`src/rtl/mesi_isc_pkg.sv`:
```
`default_nettype none
//==============================================================================
// Module      : mesi_isc_pkg
// Description : Shared definitions for the MESI inter-cache broadcast arbiter:
//               master count, mbus/cbus command encodings, FSM state type.
// Revision    : 1.0 - initial release
//==============================================================================
package mesi_isc_pkg;

  localparam int c_NUM_MASTERS = 4;
  localparam int c_PTR_W       = 2;

  // mbus (master -> arbiter) request commands; any other code behaves as NOP
  localparam int unsigned c_MBUS_NOP      = 0;
  localparam int unsigned c_MBUS_WR_BROAD = 3;
  localparam int unsigned c_MBUS_RD_BROAD = 4;

  // cbus (arbiter -> cache) snoop / enable commands
  localparam int unsigned c_CBUS_NOP      = 0;
  localparam int unsigned c_CBUS_WR_SNOOP = 1;
  localparam int unsigned c_CBUS_RD_SNOOP = 2;
  localparam int unsigned c_CBUS_EN_WR    = 3;
  localparam int unsigned c_CBUS_EN_RD    = 4;

  typedef enum logic [1:0] {
    ST_IDLE   = 2'd0,
    ST_SNOOP  = 2'd1,
    ST_ENABLE = 2'd2,
    ST_RESP   = 2'd3
  } arb_state_t;

endpackage
`default_nettype wire

```
`src/rtl/mesi_isc_rr_arb.sv`:
```
`default_nettype none
//==============================================================================
// Module      : mesi_isc_rr_arb
// Description : Purely combinational 4-way round-robin selector. The search
//               starts at ptr and wraps; the first active request wins.
// Ports       : req - per-master request flags
//               ptr - index holding highest priority this cycle
//               gnt - one-hot grant (all zero when no request)
// Revision    : 1.0 - initial release
//==============================================================================
module mesi_isc_rr_arb
  import mesi_isc_pkg::*;
(
  input  logic [c_NUM_MASTERS-1:0] req,
  input  logic [c_PTR_W-1:0]       ptr,
  output logic [c_NUM_MASTERS-1:0] gnt
);

  logic [c_PTR_W-1:0] w_idx;
  logic               w_found;

  always_comb begin
    gnt     = '0;
    w_found = 1'b0;
    w_idx   = '0;
    for (int k = 0; k < c_NUM_MASTERS; k++) begin
      // index arithmetic wraps naturally at the 2-bit width
      w_idx = ptr + c_PTR_W'(k);
      if (!w_found && req[w_idx]) begin
        gnt[w_idx] = 1'b1;
        w_found    = 1'b1;
      end
    end
  end

endmodule
`default_nettype wire

```
`src/rtl/mesi_isc_bcast_arb.sv`:
```
`default_nettype none
//==============================================================================
// Module      : mesi_isc_bcast_arb
// Description : Broadcast arbiter. Grants one master at a time (round-robin),
//               snoops the other three caches, enables the requester's cache,
//               then returns a one-cycle completion pulse to the master.
// Ports       : clk, rst (sync, active low)
//               mbus_cmdN_i / mbus_addrN_i - per-master request
//               cbus_ackN_i                - per-cache acknowledge pulse
//               cbus_addr_o                - address of granted transaction
//               cbus_cmdN_o                - per-cache snoop / enable command
//               mbus_ackN_o                - per-master completion pulse
//               busy_o                     - FSM not idle
// Revision    : 1.0 - initial release
//==============================================================================
module mesi_isc_bcast_arb
  import mesi_isc_pkg::*;
#(
  parameter int ADDR_WIDTH = 32,
  parameter int CMD_WIDTH  = 3
) (
  input  logic                  clk,
  input  logic                  rst,
  input  logic [CMD_WIDTH-1:0]  mbus_cmd3_i,
  input  logic [CMD_WIDTH-1:0]  mbus_cmd2_i,
  input  logic [CMD_WIDTH-1:0]  mbus_cmd1_i,
  input  logic [CMD_WIDTH-1:0]  mbus_cmd0_i,
  input  logic [ADDR_WIDTH-1:0] mbus_addr3_i,
  input  logic [ADDR_WIDTH-1:0] mbus_addr2_i,
  input  logic [ADDR_WIDTH-1:0] mbus_addr1_i,
  input  logic [ADDR_WIDTH-1:0] mbus_addr0_i,
  input  logic                  cbus_ack3_i,
  input  logic                  cbus_ack2_i,
  input  logic                  cbus_ack1_i,
  input  logic                  cbus_ack0_i,
  output logic [ADDR_WIDTH-1:0] cbus_addr_o,
  output logic [CMD_WIDTH-1:0]  cbus_cmd3_o,
  output logic [CMD_WIDTH-1:0]  cbus_cmd2_o,
  output logic [CMD_WIDTH-1:0]  cbus_cmd1_o,
  output logic [CMD_WIDTH-1:0]  cbus_cmd0_o,
  output logic                  mbus_ack3_o,
  output logic                  mbus_ack2_o,
  output logic                  mbus_ack1_o,
  output logic                  mbus_ack0_o,
  output logic                  busy_o
);

  logic [CMD_WIDTH-1:0]     w_mbus_cmd  [c_NUM_MASTERS];
  logic [ADDR_WIDTH-1:0]    w_mbus_addr [c_NUM_MASTERS];
  logic [CMD_WIDTH-1:0]     w_cbus_cmd  [c_NUM_MASTERS];
  logic [c_NUM_MASTERS-1:0] w_cbus_ack;
  logic [c_NUM_MASTERS-1:0] w_mbus_ack;
  logic [ADDR_WIDTH-1:0]    w_cbus_addr;
  logic [c_NUM_MASTERS-1:0] w_req;
  logic [c_NUM_MASTERS-1:0] w_gnt;
  logic [c_PTR_W-1:0]       w_gnt_id;
  logic [c_NUM_MASTERS-1:0] w_req_oh;
  logic [c_NUM_MASTERS-1:0] w_new_ack;
  logic                     w_snoop_done;

  arb_state_t               r_state;
  arb_state_t               w_state_nxt;
  logic [c_PTR_W-1:0]       r_ptr;
  logic [c_PTR_W-1:0]       r_req_id;
  logic                     r_is_wr;
  logic [ADDR_WIDTH-1:0]    r_addr;
  logic [c_NUM_MASTERS-1:0] r_ack_mask;

  assign w_mbus_cmd  = '{mbus_cmd0_i, mbus_cmd1_i, mbus_cmd2_i, mbus_cmd3_i};
  assign w_mbus_addr = '{mbus_addr0_i, mbus_addr1_i, mbus_addr2_i, mbus_addr3_i};
  assign w_cbus_ack  = {cbus_ack3_i, cbus_ack2_i, cbus_ack1_i, cbus_ack0_i};

  // Only the two broadcast codes are requests; every other code is a NOP.
  always_comb begin
    w_req = '0;
    for (int i = 0; i < c_NUM_MASTERS; i++) begin
      w_req[i] = (w_mbus_cmd[i] == CMD_WIDTH'(c_MBUS_WR_BROAD)) ||
                 (w_mbus_cmd[i] == CMD_WIDTH'(c_MBUS_RD_BROAD));
    end
  end

  mesi_isc_rr_arb u_rr_arb (
    .req (w_req),
    .ptr (r_ptr),
    .gnt (w_gnt)
  );

  always_comb begin
    w_gnt_id = '0;
    for (int i = 0; i < c_NUM_MASTERS; i++) begin
      if (w_gnt[i]) w_gnt_id = c_PTR_W'(i);
    end
  end

  assign w_req_oh  = c_NUM_MASTERS'(1) << r_req_id;
  // Acks from the requester or from already-acked caches carry no information.
  assign w_new_ack = w_cbus_ack & ~r_ack_mask & ~w_req_oh;
  // Counting the requester as covered lets a same-cycle last ack close SNOOP.
  assign w_snoop_done = &(r_ack_mask | w_new_ack | w_req_oh);

  always_comb begin
    w_state_nxt = r_state;
    w_mbus_ack  = '0;
    w_cbus_addr = '0;
    for (int i = 0; i < c_NUM_MASTERS; i++) w_cbus_cmd[i] = CMD_WIDTH'(c_CBUS_NOP);
    case (r_state)
      ST_IDLE: begin
        if (|w_req) w_state_nxt = ST_SNOOP;
      end
      ST_SNOOP: begin
        w_cbus_addr = r_addr;
        for (int i = 0; i < c_NUM_MASTERS; i++) begin
          if (!w_req_oh[i] && !r_ack_mask[i]) begin
            w_cbus_cmd[i] = r_is_wr ? CMD_WIDTH'(c_CBUS_WR_SNOOP) : CMD_WIDTH'(c_CBUS_RD_SNOOP);
          end
        end
        if (w_snoop_done) w_state_nxt = ST_ENABLE;
      end
      ST_ENABLE: begin
        w_cbus_addr          = r_addr;
        w_cbus_cmd[r_req_id] = r_is_wr ? CMD_WIDTH'(c_CBUS_EN_WR) : CMD_WIDTH'(c_CBUS_EN_RD);
        if (w_cbus_ack[r_req_id]) w_state_nxt = ST_RESP;
      end
      ST_RESP: begin
        w_cbus_addr          = r_addr;
        w_mbus_ack[r_req_id] = 1'b1;
        w_state_nxt          = ST_IDLE;
      end
      default: w_state_nxt = ST_IDLE;
    endcase
  end

  always_ff @(posedge clk) begin
    if (!rst) begin
      r_state    <= ST_IDLE;
      r_ptr      <= '0;
      r_req_id   <= '0;
      r_is_wr    <= 1'b0;
      r_addr     <= '0;
      r_ack_mask <= '0;
    end else begin
      r_state <= w_state_nxt;
      if (r_state == ST_IDLE && |w_req) begin
        r_req_id   <= w_gnt_id;
        r_ptr      <= w_gnt_id + c_PTR_W'(1);
        r_is_wr    <= (w_mbus_cmd[w_gnt_id] == CMD_WIDTH'(c_MBUS_WR_BROAD));
        r_addr     <= w_mbus_addr[w_gnt_id];
        r_ack_mask <= '0;
      end else if (r_state == ST_SNOOP) begin
        r_ack_mask <= r_ack_mask | w_new_ack;
      end
    end
  end

  assign cbus_addr_o = w_cbus_addr;
  assign cbus_cmd0_o = w_cbus_cmd[0];
  assign cbus_cmd1_o = w_cbus_cmd[1];
  assign cbus_cmd2_o = w_cbus_cmd[2];
  assign cbus_cmd3_o = w_cbus_cmd[3];
  assign mbus_ack0_o = w_mbus_ack[0];
  assign mbus_ack1_o = w_mbus_ack[1];
  assign mbus_ack2_o = w_mbus_ack[2];
  assign mbus_ack3_o = w_mbus_ack[3];
  assign busy_o      = (r_state != ST_IDLE);

endmodule
`default_nettype wire

```
`config.mk`:
```
export PLATFORM = sky130hd
export DESIGN_NAME = mesi_isc_bcast_arb
export DESIGN_NICKNAME = d
export VERILOG_FILES = /design/src/rtl/mesi_isc_pkg.sv /design/src/rtl/mesi_isc_rr_arb.sv /design/src/rtl/mesi_isc_bcast_arb.sv
export SDC_FILE = /design/constraint.sdc
export NUM_CORES = 1
export LEC_CHECK = 0
export CELL_PAD_IN_SITES_DETAIL_PLACEMENT = 0
export CELL_PAD_IN_SITES_GLOBAL_PLACEMENT = 1
export CORE_ASPECT_RATIO = 0.8
export CORE_UTILIZATION = 28
export CTS_BUF_LIST = sky130_fd_sc_hd__clkbuf_2 sky130_fd_sc_hd__clkbuf_4 sky130_fd_sc_hd__clkbuf_8
export CTS_CLUSTER_SIZE = 20
export DETAILED_ROUTE_END_ITERATION = 7
export HOLD_SLACK_MARGIN = 0.15
export PLACE_DENSITY_LB_ADDON = 0.1
export REMOVE_ABC_BUFFERS = 1
export SYNTH_ARGS = -nofsm -noshare
export SYNTH_HDL_FRONTEND = slang
export SYNTH_HIERARCHICAL = 1
export SYNTH_SLANG_ARGS = --single-unit
```
`constraint.sdc`:
```
create_clock -name clk -period 4.7 [get_ports clk]
set_input_delay 1.175 -clock clk [delete_from_list [all_inputs] [get_ports clk]]
set_output_delay 1.175 -clock clk [all_outputs]
set_load 0.01 [all_outputs]
```
* Word-level counts from Yosys, hierarchy flattened *
Index checks and enable logic that the tools add are counted.

storage, ports and cells
  register bits = 43
  word-level logic and storage cells = 139
  output and inout port bits = 49

cells by class
  bitwise gates (word level) = 13
  $add $sub $neg = 4
  multiplexer cells = 51
  shifts and indexed selects = 1
  order comparisons = 13
  reduce and logical (&&, ||, !) cells = 36
  eq/ne operators = 15

operators with widths
  operator              number
  $mux W32              3
  $bmux W32 S2          1
  $pmux W12 S2          1
  $mux W2               10
  $mux W4               5
  $or A4 B4 Y4          5
  $eq A3 B2 Y1 const B  5
  $lt A2 B3 Y1 const B  5
  $logic_and A1 B1 Y1   14
  $mux W1               14
  $and A12 B12 Y12      1
  $eq A3 B3 Y1 const B  4
  $mux W3               4
  $logic_not A1 Y1      11
  $bmux W1 S2           5
  $demux W1 S2          5
  $ge A2 B1 Y1 const B  5
  $and A4 B4 Y4         2
  $not A4 Y4            2
  $pmux W2 S4           1
  $bmux W3 S2           1
  $demux W3 S2          1
  $ge A3 B3 Y1 const B  2
  $ne A2 B2 Y1 const B  3
  16 further kinds      23

* Longest topological paths before layout *
Gate-level depths: netlist (run 1).

  word-level depth = 22
  mapped depth = 14
  mapped depth without buffers = 11

* Modules after synthesis *
The synthesis (run 1) kept the hierarchy.

modules (own cells, without submodules)
  module              times used  area an instance (um2)  sequential area each (um2)  cells an instance
  mesi_isc_bcast_arb  1           3254.4                  860.8                       413
  mesi_isc_rr_arb     1           337.8                   0.0                         36

* Least setup slack after synthesis (run 1) *
Ideal clock, no wire load.

  path type = input port to flip-flop
  start point = input port mbus_cmd2_i[1]
  end point = register r_addr[1]
  buffers on the path = 3
  stages = 12
  library setup time = 116 ps
  arrival = 3710 ps
  slack = 874 ps
  path through = nor2b_1 > a21o_1 > mux4_2 > buf_6 > nor4b_4 > nand2_1 > o211ai_1 > buf_2 > clkbuf_1 > mux2i_1 > nand2_1 > o211a_1

on the way
  elaborated cells on any way between the ends = 36
  those cells by class = eq/ne: 2; mux: 21; bitwise: 4; reduce/logical: 9

RTL lines
  what                                                 line                                                RTL
  start, declared                                      mesi_isc_bcast_arb.sv:25                            input logic [CMD_WIDTH-1:0] mbus_cmd2_i,
  $eq A3 B2 Y1 / $eq A3 B3 Y1 (equally long branches)  mesi_isc_bcast_arb.sv:77, mesi_isc_bcast_arb.sv:78
  $logic_or A1 B1 Y1 (*)                               mesi_isc_bcast_arb.sv:77                            w_req[i] = (w_mbus_cmd[i] == CMD_WIDTH'(c_MBUS_WR_BROAD)) ||
  net w_req[2]                                         mesi_isc_bcast_arb.sv:54                            logic [c_NUM_MASTERS-1:0] w_req;
  $bmux W1 S2                                          mesi_isc_rr_arb.sv:29                               if (!w_found && req[w_idx]) begin
  $mux W1 (implied by the code)                        mesi_isc_rr_arb.sv:29
  $mux W1                                              mesi_isc_rr_arb.sv:29
  $logic_not A1 Y1                                     mesi_isc_rr_arb.sv:29
  $logic_and A1 B1 Y1                                  mesi_isc_rr_arb.sv:29
  [... 4 more ...]                                     n/a
  $logic_not A1 Y1                                     mesi_isc_rr_arb.sv:29
  $logic_and A1 B1 Y1                                  mesi_isc_rr_arb.sv:29
  $mux W4 (*)                                          mesi_isc_rr_arb.sv:29
  net w_gnt[3]                                         mesi_isc_bcast_arb.sv:55                            logic [c_NUM_MASTERS-1:0] w_gnt;
  $mux W2 (*)                                          mesi_isc_bcast_arb.sv:91                            if (w_gnt[i]) w_gnt_id = c_PTR_W'(i);
  $not A2 Y3 (implied by the code) (*)                 mesi_isc_bcast_arb.sv:147                           r_addr <= w_mbus_addr[w_gnt_id];
  $bmux W32 S2 (*)                                     mesi_isc_bcast_arb.sv:147
  $mux W32 (implied by the code) (*) (2 in series)     mesi_isc_bcast_arb.sv:147
  end signal, assigned                                 mesi_isc_bcast_arb.sv:147
  end, declared                                        mesi_isc_bcast_arb.sv:66                            logic [ADDR_WIDTH-1:0] r_addr;

Mark *: on every way through the listed nets, which the timed path passes. The rest lies on a longest branch. The select of a mux whose other input is x is not followed.
A chain may end at the register's enable or synchronous reset.

* Worst setup path in the final report (run 1) *
  start point = input port mbus_cmd2_i[1]
  end point = register r_is_wr

on the way
  longest elaborated chain between the ends = 22
  elaborated cells on any way between the ends = 37
  those cells by class = eq/ne: 3; mux: 21; bitwise: 4; reduce/logical: 9

RTL lines
  what                                                 line                                                RTL
  $eq A3 B2 Y1 / $eq A3 B3 Y1 (equally long branches)  mesi_isc_bcast_arb.sv:77, mesi_isc_bcast_arb.sv:78
  $logic_or A1 B1 Y1 (*)                               mesi_isc_bcast_arb.sv:77
  net w_req[2]                                         mesi_isc_bcast_arb.sv:54
  $bmux W1 S2                                          mesi_isc_rr_arb.sv:29
  $mux W1 (implied by the code)                        mesi_isc_rr_arb.sv:29
  $mux W1                                              mesi_isc_rr_arb.sv:29
  $logic_not A1 Y1                                     mesi_isc_rr_arb.sv:29
  $logic_and A1 B1 Y1                                  mesi_isc_rr_arb.sv:29
  [... 6 more ...]                                     n/a
  $mux W4 (*)                                          mesi_isc_rr_arb.sv:29
  net w_gnt[1]                                         mesi_isc_bcast_arb.sv:55
  $mux W1 (*)                                          mesi_isc_bcast_arb.sv:91
  $mux W2 (*) (2 in series)                            mesi_isc_bcast_arb.sv:91
  $not A2 Y3 (implied by the code) (*)                 mesi_isc_bcast_arb.sv:146                           r_is_wr <= (w_mbus_cmd[w_gnt_id] == CMD_WIDTH'(c_MBUS_WR_BROAD));
  $bmux W3 S2 (*)                                      mesi_isc_bcast_arb.sv:146
  $mux W3 (implied by the code) (*) (2 in series)      mesi_isc_bcast_arb.sv:146
  $eq A3 B2 Y1 (*)                                     mesi_isc_bcast_arb.sv:146
  end signal, assigned                                 mesi_isc_bcast_arb.sv:146
  end, declared                                        mesi_isc_bcast_arb.sv:65                            logic r_is_wr;

Marked as above.

==> results of run 1 <==
[final cells by class]
type | instances | area, um2
clock buffer | 8 | 104
fill | 1195 | 6580
inverter | 11 | 41.3
multi-input combinational | 353 | 2490
sequential | 43 | 861
tap | 171 | 214
timing repair buffer | 202 | 2010
[flip-flops by register name, summed over array words and instances (netlist names)]
| signal | count |
|---|---|
| r_addr | 32 |
| r_ack_mask | 4 |
| r_ptr | 2 |
| r_req_id | 2 |
| r_state | 2 |
| r_is_wr | 1 |
[metrics by stage]
| stage | setup TNS, ps | hold WS, ps | utilization | total power, mW | instances |
|---|---|---|---|---|---|
| 3_5_place_dp | 0 | 478 | 0.457 | 2.41 | 780 |
| 4_1_cts | 0 | 499 | 0.465 | 2.70 | 788 |
| 2_1_floorplan | -32280 | 465 | - | 1.82 | 407 |
| 3_3_place_gp | 0 | 471 | 0.457 | 2.38 | 780 |
| 5_1_grt | 0 | 511 | 0.465 | 2.89 | 788 |
| 6_report | 0 | 493 | 0.465 | 2.65 | 788 |
[where the power goes]
group	switching [mW]	internal, mW	leakage, nW
combinational	0.878	0.863	2.00
clock	0.129	0.140	0.0549
sequential	0.107	0.533	0.356
total	1.11	1.54	2.41
[worst max-delay path, cell delays in order]
cell and delay (ps):
clkdlybuf4s50_1 410, nor2b_1 140, a21o_1 230, mux4_2 580
nor4b_4 350, nand2_1 110, o211ai_1 240, a21oi_1 250
a32o_1 250, o311ai_0 410, a21boi_1 120
[layer usage]
layer  GRT usage  up-vias  part of all wire
met5           0        -                 0
met4      0.0452        0             0.011
met3      0.0368        9             0.059
met2       0.335      109              0.50
met1       0.195     1742              0.43
li1            -     1902                 -
[worst paths after layout]
check             depth (start not counted)                      end                    start
hold / removal                            1  r_addr[22]$_SDFFE_PN0P_  r_addr[22]$_SDFFE_PN0P_
hold reg to reg                           1  r_addr[22]$_SDFFE_PN0P_  r_addr[22]$_SDFFE_PN0P_
setup reg to reg                         10     r_is_wr$_SDFFE_PN0P_    r_ptr[0]$_SDFFE_PN0P_
setup / recovery                         11     r_is_wr$_SDFFE_PN0P_           mbus_cmd2_i[1]
==> run_results.csv, run 1 <==
group,metric,value,unit
worst_setup_path,worst_ep_arrival_time,4280,ps
timing,fmax,243,MHz
floorplanning,floorplan.initialDensity,0.290,
global_routing,grt_pass1_wl,17.9,mm
clock_tree,hold_buffers,0,
timing,worstMarginPinSlew,810,ps
final_layout,finalNetCount,772,
power_and_ir_drop,power_density,463,nW/um2
floorplanning,dieWidth,128,um
run_status,status,"finished clean",
routing,avgRoutedWirePerCell,14.7,um
clock_tree,insertion_delay,290,ps
placement,pre_cts_slack,299,ps
timing,hold_violations,0,
hold_path,hp-class,"reg -> reg",
clock_tree,cts_made_buffers,5,
clock_tree,cts_tree,"yes",
routing,avgViaCountPerCell,4.77,
timing,fin_crit_sh,0.875,
global_routing,grt_pass1_vias,3614,
worst_setup_path,reg2reg_slack,1460,ps
placement,dp_hpwl,8.77,mm
global_routing,grt_use_total,0.174,
final_layout,layout_common_cells,"clkdlybuf4s50_1 (194), nand2_1 (80), mux2i_1 (68), dfxtp_1 (43), nor2b_1 (38)",
floorplanning,die-area,13200,um2
routing,drtAntennaViolNets,0,
clock_tree,cts.sinks,43,
run,maxCapViolCount,0,
timing,rsz0062_at_grt,"no",
placement,place_congestion,0.770,
routing,first_pass_iters,4,
power_and_ir_drop,p_leak,2.41,nW
worst_setup_path,start_kind,"input pin",
worst_setup_path,crit_type,"in -> reg",
final_layout,fin_area,5720,um2
floorplanning,boundaryPins,195,
global_routing,antenna_found_initial,0,
synthesis,syn_area,3570,um2
synthesis,synthCells,445,
worst_setup_path,cp.required,4870,ps
synthesis,ys_warn_count,6,
clock_tree,cts.repair.resized,0,
power_and_ir_drop,ir_drop,0.000189,V
timing,final.setup.worst_slack,589,ps
timing,setup_viol,0,
routing,post-route-drc-count,0,
final_layout,antenna_cells,0,
clock_tree,htreeDepth,2,
final_layout,syn2layout_area_growth,60.4,%
floorplanning,row_count,36,
global_routing,overflow,0,
clock_tree,cts_root_buffer,"clkbuf_8",
floorplanning,fp.coreArea,12300,um2
clock_tree,post-cts-setup-buffers,0,
routing,drt-total-wl,11.6,mm
worst_setup_path,crit_path_end_kind,"flop",
timing,skew,1.91,ps
clock_tree,clk_path_buf_depth,2,
timing,slew-limit-headroom,0.460,
routing,drtIter0Drc,128,
synthesis,syn_avg_cell_area,8.02,um2
final_layout,drive_above_1_share,0.0421,
placement,placed_area,5620,um2
timing,period_minus_slack,4110,ps
placement,port_buffers,194,
routing,routed-via-count,3762,
floorplanning,die_h,103,um
clock_tree,clkSlewWorstSetupHoldPaths,80,ps
timing,slew_violations,0,
worst_setup_path,crit_path_max_fanout,8,
final_layout,final_common_cell,"clkdlybuf4s50_1",
global_routing,grt_max_degree,45,
(Power assumes the default switching activity.)
==> run 2, diff against run 1 <==
--- a/config.mk
+++ b/config.mk
@@ -15,6 +15,7 @@
 export HOLD_SLACK_MARGIN = 0.15
 export PLACE_DENSITY_LB_ADDON = 0.1
 export REMOVE_ABC_BUFFERS = 1
+export SKIP_LAST_GASP = 1
 export SYNTH_ARGS = -nofsm -noshare
 export SYNTH_HDL_FRONTEND = slang
 export SYNTH_HIERARCHICAL = 1
==> results of run 2 <==
Final layout, timing and power as in run 1 (identical DEF).
==> run 3, diff against run 2 <==
--- a/config.mk
+++ b/config.mk
@@ -8,7 +8,7 @@
 export CELL_PAD_IN_SITES_DETAIL_PLACEMENT = 0
 export CELL_PAD_IN_SITES_GLOBAL_PLACEMENT = 1
 export CORE_ASPECT_RATIO = 0.8
-export CORE_UTILIZATION = 28
+export CORE_UTILIZATION = 25
 export CTS_BUF_LIST = sky130_fd_sc_hd__clkbuf_2 sky130_fd_sc_hd__clkbuf_4 sky130_fd_sc_hd__clkbuf_8
 export CTS_CLUSTER_SIZE = 20
 export DETAILED_ROUTE_END_ITERATION = 7
@@ -16,6 +16,7 @@
 export PLACE_DENSITY_LB_ADDON = 0.1
 export REMOVE_ABC_BUFFERS = 1
 export SKIP_LAST_GASP = 1
+export SLEW_MARGIN = 20
 export SYNTH_ARGS = -nofsm -noshare
 export SYNTH_HDL_FRONTEND = slang
 export SYNTH_HIERARCHICAL = 1
==> constraint.sdc (replaced) <==
create_clock -name clk -period 3.7 [get_ports clk]
set_input_delay 0.925 -clock clk [delete_from_list [all_inputs] [get_ports clk]]
set_output_delay 0.925 -clock clk [all_outputs]
set_load 0.01 [all_outputs]
==> run 3 against run 2 <==
  * Non-clock buffer count increased by 27
  * Clock power increased by 28%
  * Sequential share of layout area decreased by 1.0 points
  * Setup slack got worse by 360 ps
  * Largest power group unchanged
  * Highest routed layer unchanged
==> run_results.csv, run 3 (synthesis results as in run 1) <==
group,metric,value,unit
run_status,status,"finished clean",
timing,final.setup.worst_slack,227,ps
timing,slew_violations,0,
clock_tree,cts_made_buffers,5,
placement,placed_area,5820,um2
timing,fin_crit_sh,0.939,
final_layout,syn2layout_area_growth,72.1,%
final_layout,drive_above_1_share,0.102,
floorplanning,fp.coreArea,13700,um2
placement,pre_cts_slack,-392,ps
final_layout,largest_reg_flops,32,
final_layout,fillers,1327,
hold_path,min_to,"r_addr[28]$_SDFFE_PN0P_",
clock_tree,cts_root_buffer,"clkbuf_8",
global_routing,grt_pass1_wl,19.0,mm
floorplanning,row_count,38,
routing,routed-via-count,3858,
worst_setup_path,reg2reg_slack,570,ps
final_layout,ff_latch_area,861,um2
worst_setup_path,crit_path_max_fanout,6,
final_layout,multiInputGateArea,2550,um2
placement,dp_hpwl,8.98,mm
routing,drtIter0Drc,148,
worst_setup_path,cp.required,3890,ps
worst_setup_path,r2r_cells,13,
global_routing,grt_max_degree,72,
routing,first_pass_iters,4,
power_and_ir_drop,ir_drop,0.000237,V
floorplanning,die_h,109,um
floorplanning,dieWidth,136,um
final_layout,finalNetCount,799,
final_layout,antenna_cells,0,
routing,post-route-drc-count,0,
power_and_ir_drop,p_leak,2.70,nW
power_and_ir_drop,power_density,610,nW/um2
routing,avgViaCountPerCell,4.68,
worst_setup_path,start_kind,"input pin",
hold_path,whs_path_depth,1,
final_layout,final_common_cell,"clkdlybuf4s50_1",
global_routing,grt_pass1_vias,3800,
worst_setup_path,r2r_end,"r_addr[17]$_SDFFE_PN0P_",
run,maxCapViolCount,0,
global_routing,overflow,0,
timing,rsz0062_at_grt,"no",
placement,port_buffers,194,
worst_setup_path,timing.rr.start,"r_ptr[1]$_SDFFE_PN0P_",
clock_tree,htreeDepth,2,
timing,hold_violations,0,
worst_setup_path,crit_path_end_kind,"flop",
timing,period_minus_slack,3470,ps
final_layout,top_regs,"r_addr: 32 flops, r_ack_mask: 4 flops",
clock_tree,cts.sinks,43,
clock_tree,cts_tree,"yes",
floorplanning,floorplan.initialDensity,0.260,
final_layout,fin_area,6140,um2
placement,place_congestion,0.768,
timing,setup_viol,0,
global_routing,grt_use_total,0.163,
clock_tree,clk_path_buf_depth,2,
worst_setup_path,crit_type,"in -> reg",
hold_path,hp-class,"reg -> reg",
final_layout,top_register,"r_addr",
timing,slew-limit-headroom,0.519,
clock_tree,hold_buffers,0,
timing,skew,6.41,ps
clock_tree,clkSlewWorstSetupHoldPaths,80,ps
worst_setup_path,worst_ep_arrival_time,3670,ps
routing,avgRoutedWirePerCell,14.9,um
timing,worstMarginPinSlew,721,ps
timing,fmax,288,MHz
hold_path,hp-start,"r_addr[28]$_SDFFE_PN0P_",
final_layout,layout_common_cells,"clkdlybuf4s50_1 (182), nand2_1 (79), mux2i_1 (67), dfxtp_1 (43), nor2b_1 (36)",
floorplanning,boundaryPins,195,
global_routing,antenna_found_initial,0,
routing,drt-total-wl,12.3,mm
clock_tree,insertion_delay,290,ps
routing,drtAntennaViolNets,0,
floorplanning,die-area,14800,um2
run 3: changes by cell type in the layout (fill, tap and decap cells not counted), moves of 2 or more:
cell             change
buf_4               +18
clkdlybuf4s50_1     -12
dlymetal6s2s_1       +9
buf_12               +5
clkbuf_16            +2
clkbuf_2             +2
nand2b_1             -2
nand2b_4             +2
nor2b_1              -2
nor2b_4              +2
o21ai_0              -2
run 3: worst max-delay path, stage by stage:
cell            delay [ps]
dlymetal6s2s_1         150
nor2b_4                130
a21o_1                 230
mux4_2                 520
nor4b_4                320
nand2_1                 80
o211ai_1               190
buf_4                  270
buf_12                 150
mux2i_2                210
o21ai_2                 80
mux2i_1                150
nand2_1                 80
o211a_1                160
run 3: what timing repair did:
action | CTS | global route
buffers inserted | 3 | 1
cloned | 2 | 2
setup endpoints to repair | 14 | 33
gates resized for setup | 10 | 28
pin swaps | 5 | 8
run 3: layout make-up:
cell class | count | share of cell area
inverter | 11 | 0.00673
timing repair buffer | 229 | 0.384
tap | 180 | 0.0367
clock buffer | 8 | 0.0169
sequential | 43 | 0.140
multi-input combinational | 353 | 0.416
run 3: worst max path at each step:
stage	from	to	slack [ps]	depth (start not counted)
2_1_floorplan	mbus_cmd2_i[1]	r_is_wr$_SDFFE_PN0P_	-1890	10
3_3_place_gp	mbus_cmd2_i[1]	r_addr[30]$_SDFFE_PN0P_	-330	13
3_5_place_dp	mbus_cmd2_i[1]	r_addr[17]$_SDFFE_PN0P_	-390	13
4_1_cts	mbus_cmd2_i[2]	r_addr[30]$_SDFFE_PN0P_	1	13
5_1_grt	mbus_cmd1_i[1]	r_addr[17]$_SDFFE_PN0P_	6	14
6_report	mbus_cmd1_i[1]	r_addr[17]$_SDFFE_PN0P_	230	14
run 3: power breakdown:
group | total [mW] | leakage, nW | internal (mW) | switching (mW)
clock | 0.343 | 0.0549 | 0.178 | 0.165
combinational | 2.60 | 2.28 | 1.37 | 1.23
sequential | 0.801 | 0.356 | 0.676 | 0.124
total | 3.75 | 2.70 | 2.23 | 1.52
run 3: per-layer routing:
layer / routed length (um) / up-vias / GRT usage
li1: - / 1953 / -
met1: 5640 / 1783 / 0.201
met2: 5850 / 114 / 0.296
met3: 669 / 8 / 0.0293
met4: 87 / 0 / 0.0329
met5: 0 / - / 0
run 3: per-stage QoR:
stage,std cells,TNS [ps],hold slack [ps],total power [mW],util
global placement,808,-7850,472,3.21,0.424
floorplan,407,-60030,465,2.31,-
global route,824,0,519,4.08,0.447
finish,824,0,493,3.75,0.447
detailed placement,808,-9770,478,3.23,0.424
CTS,821,0,499,3.71,0.437
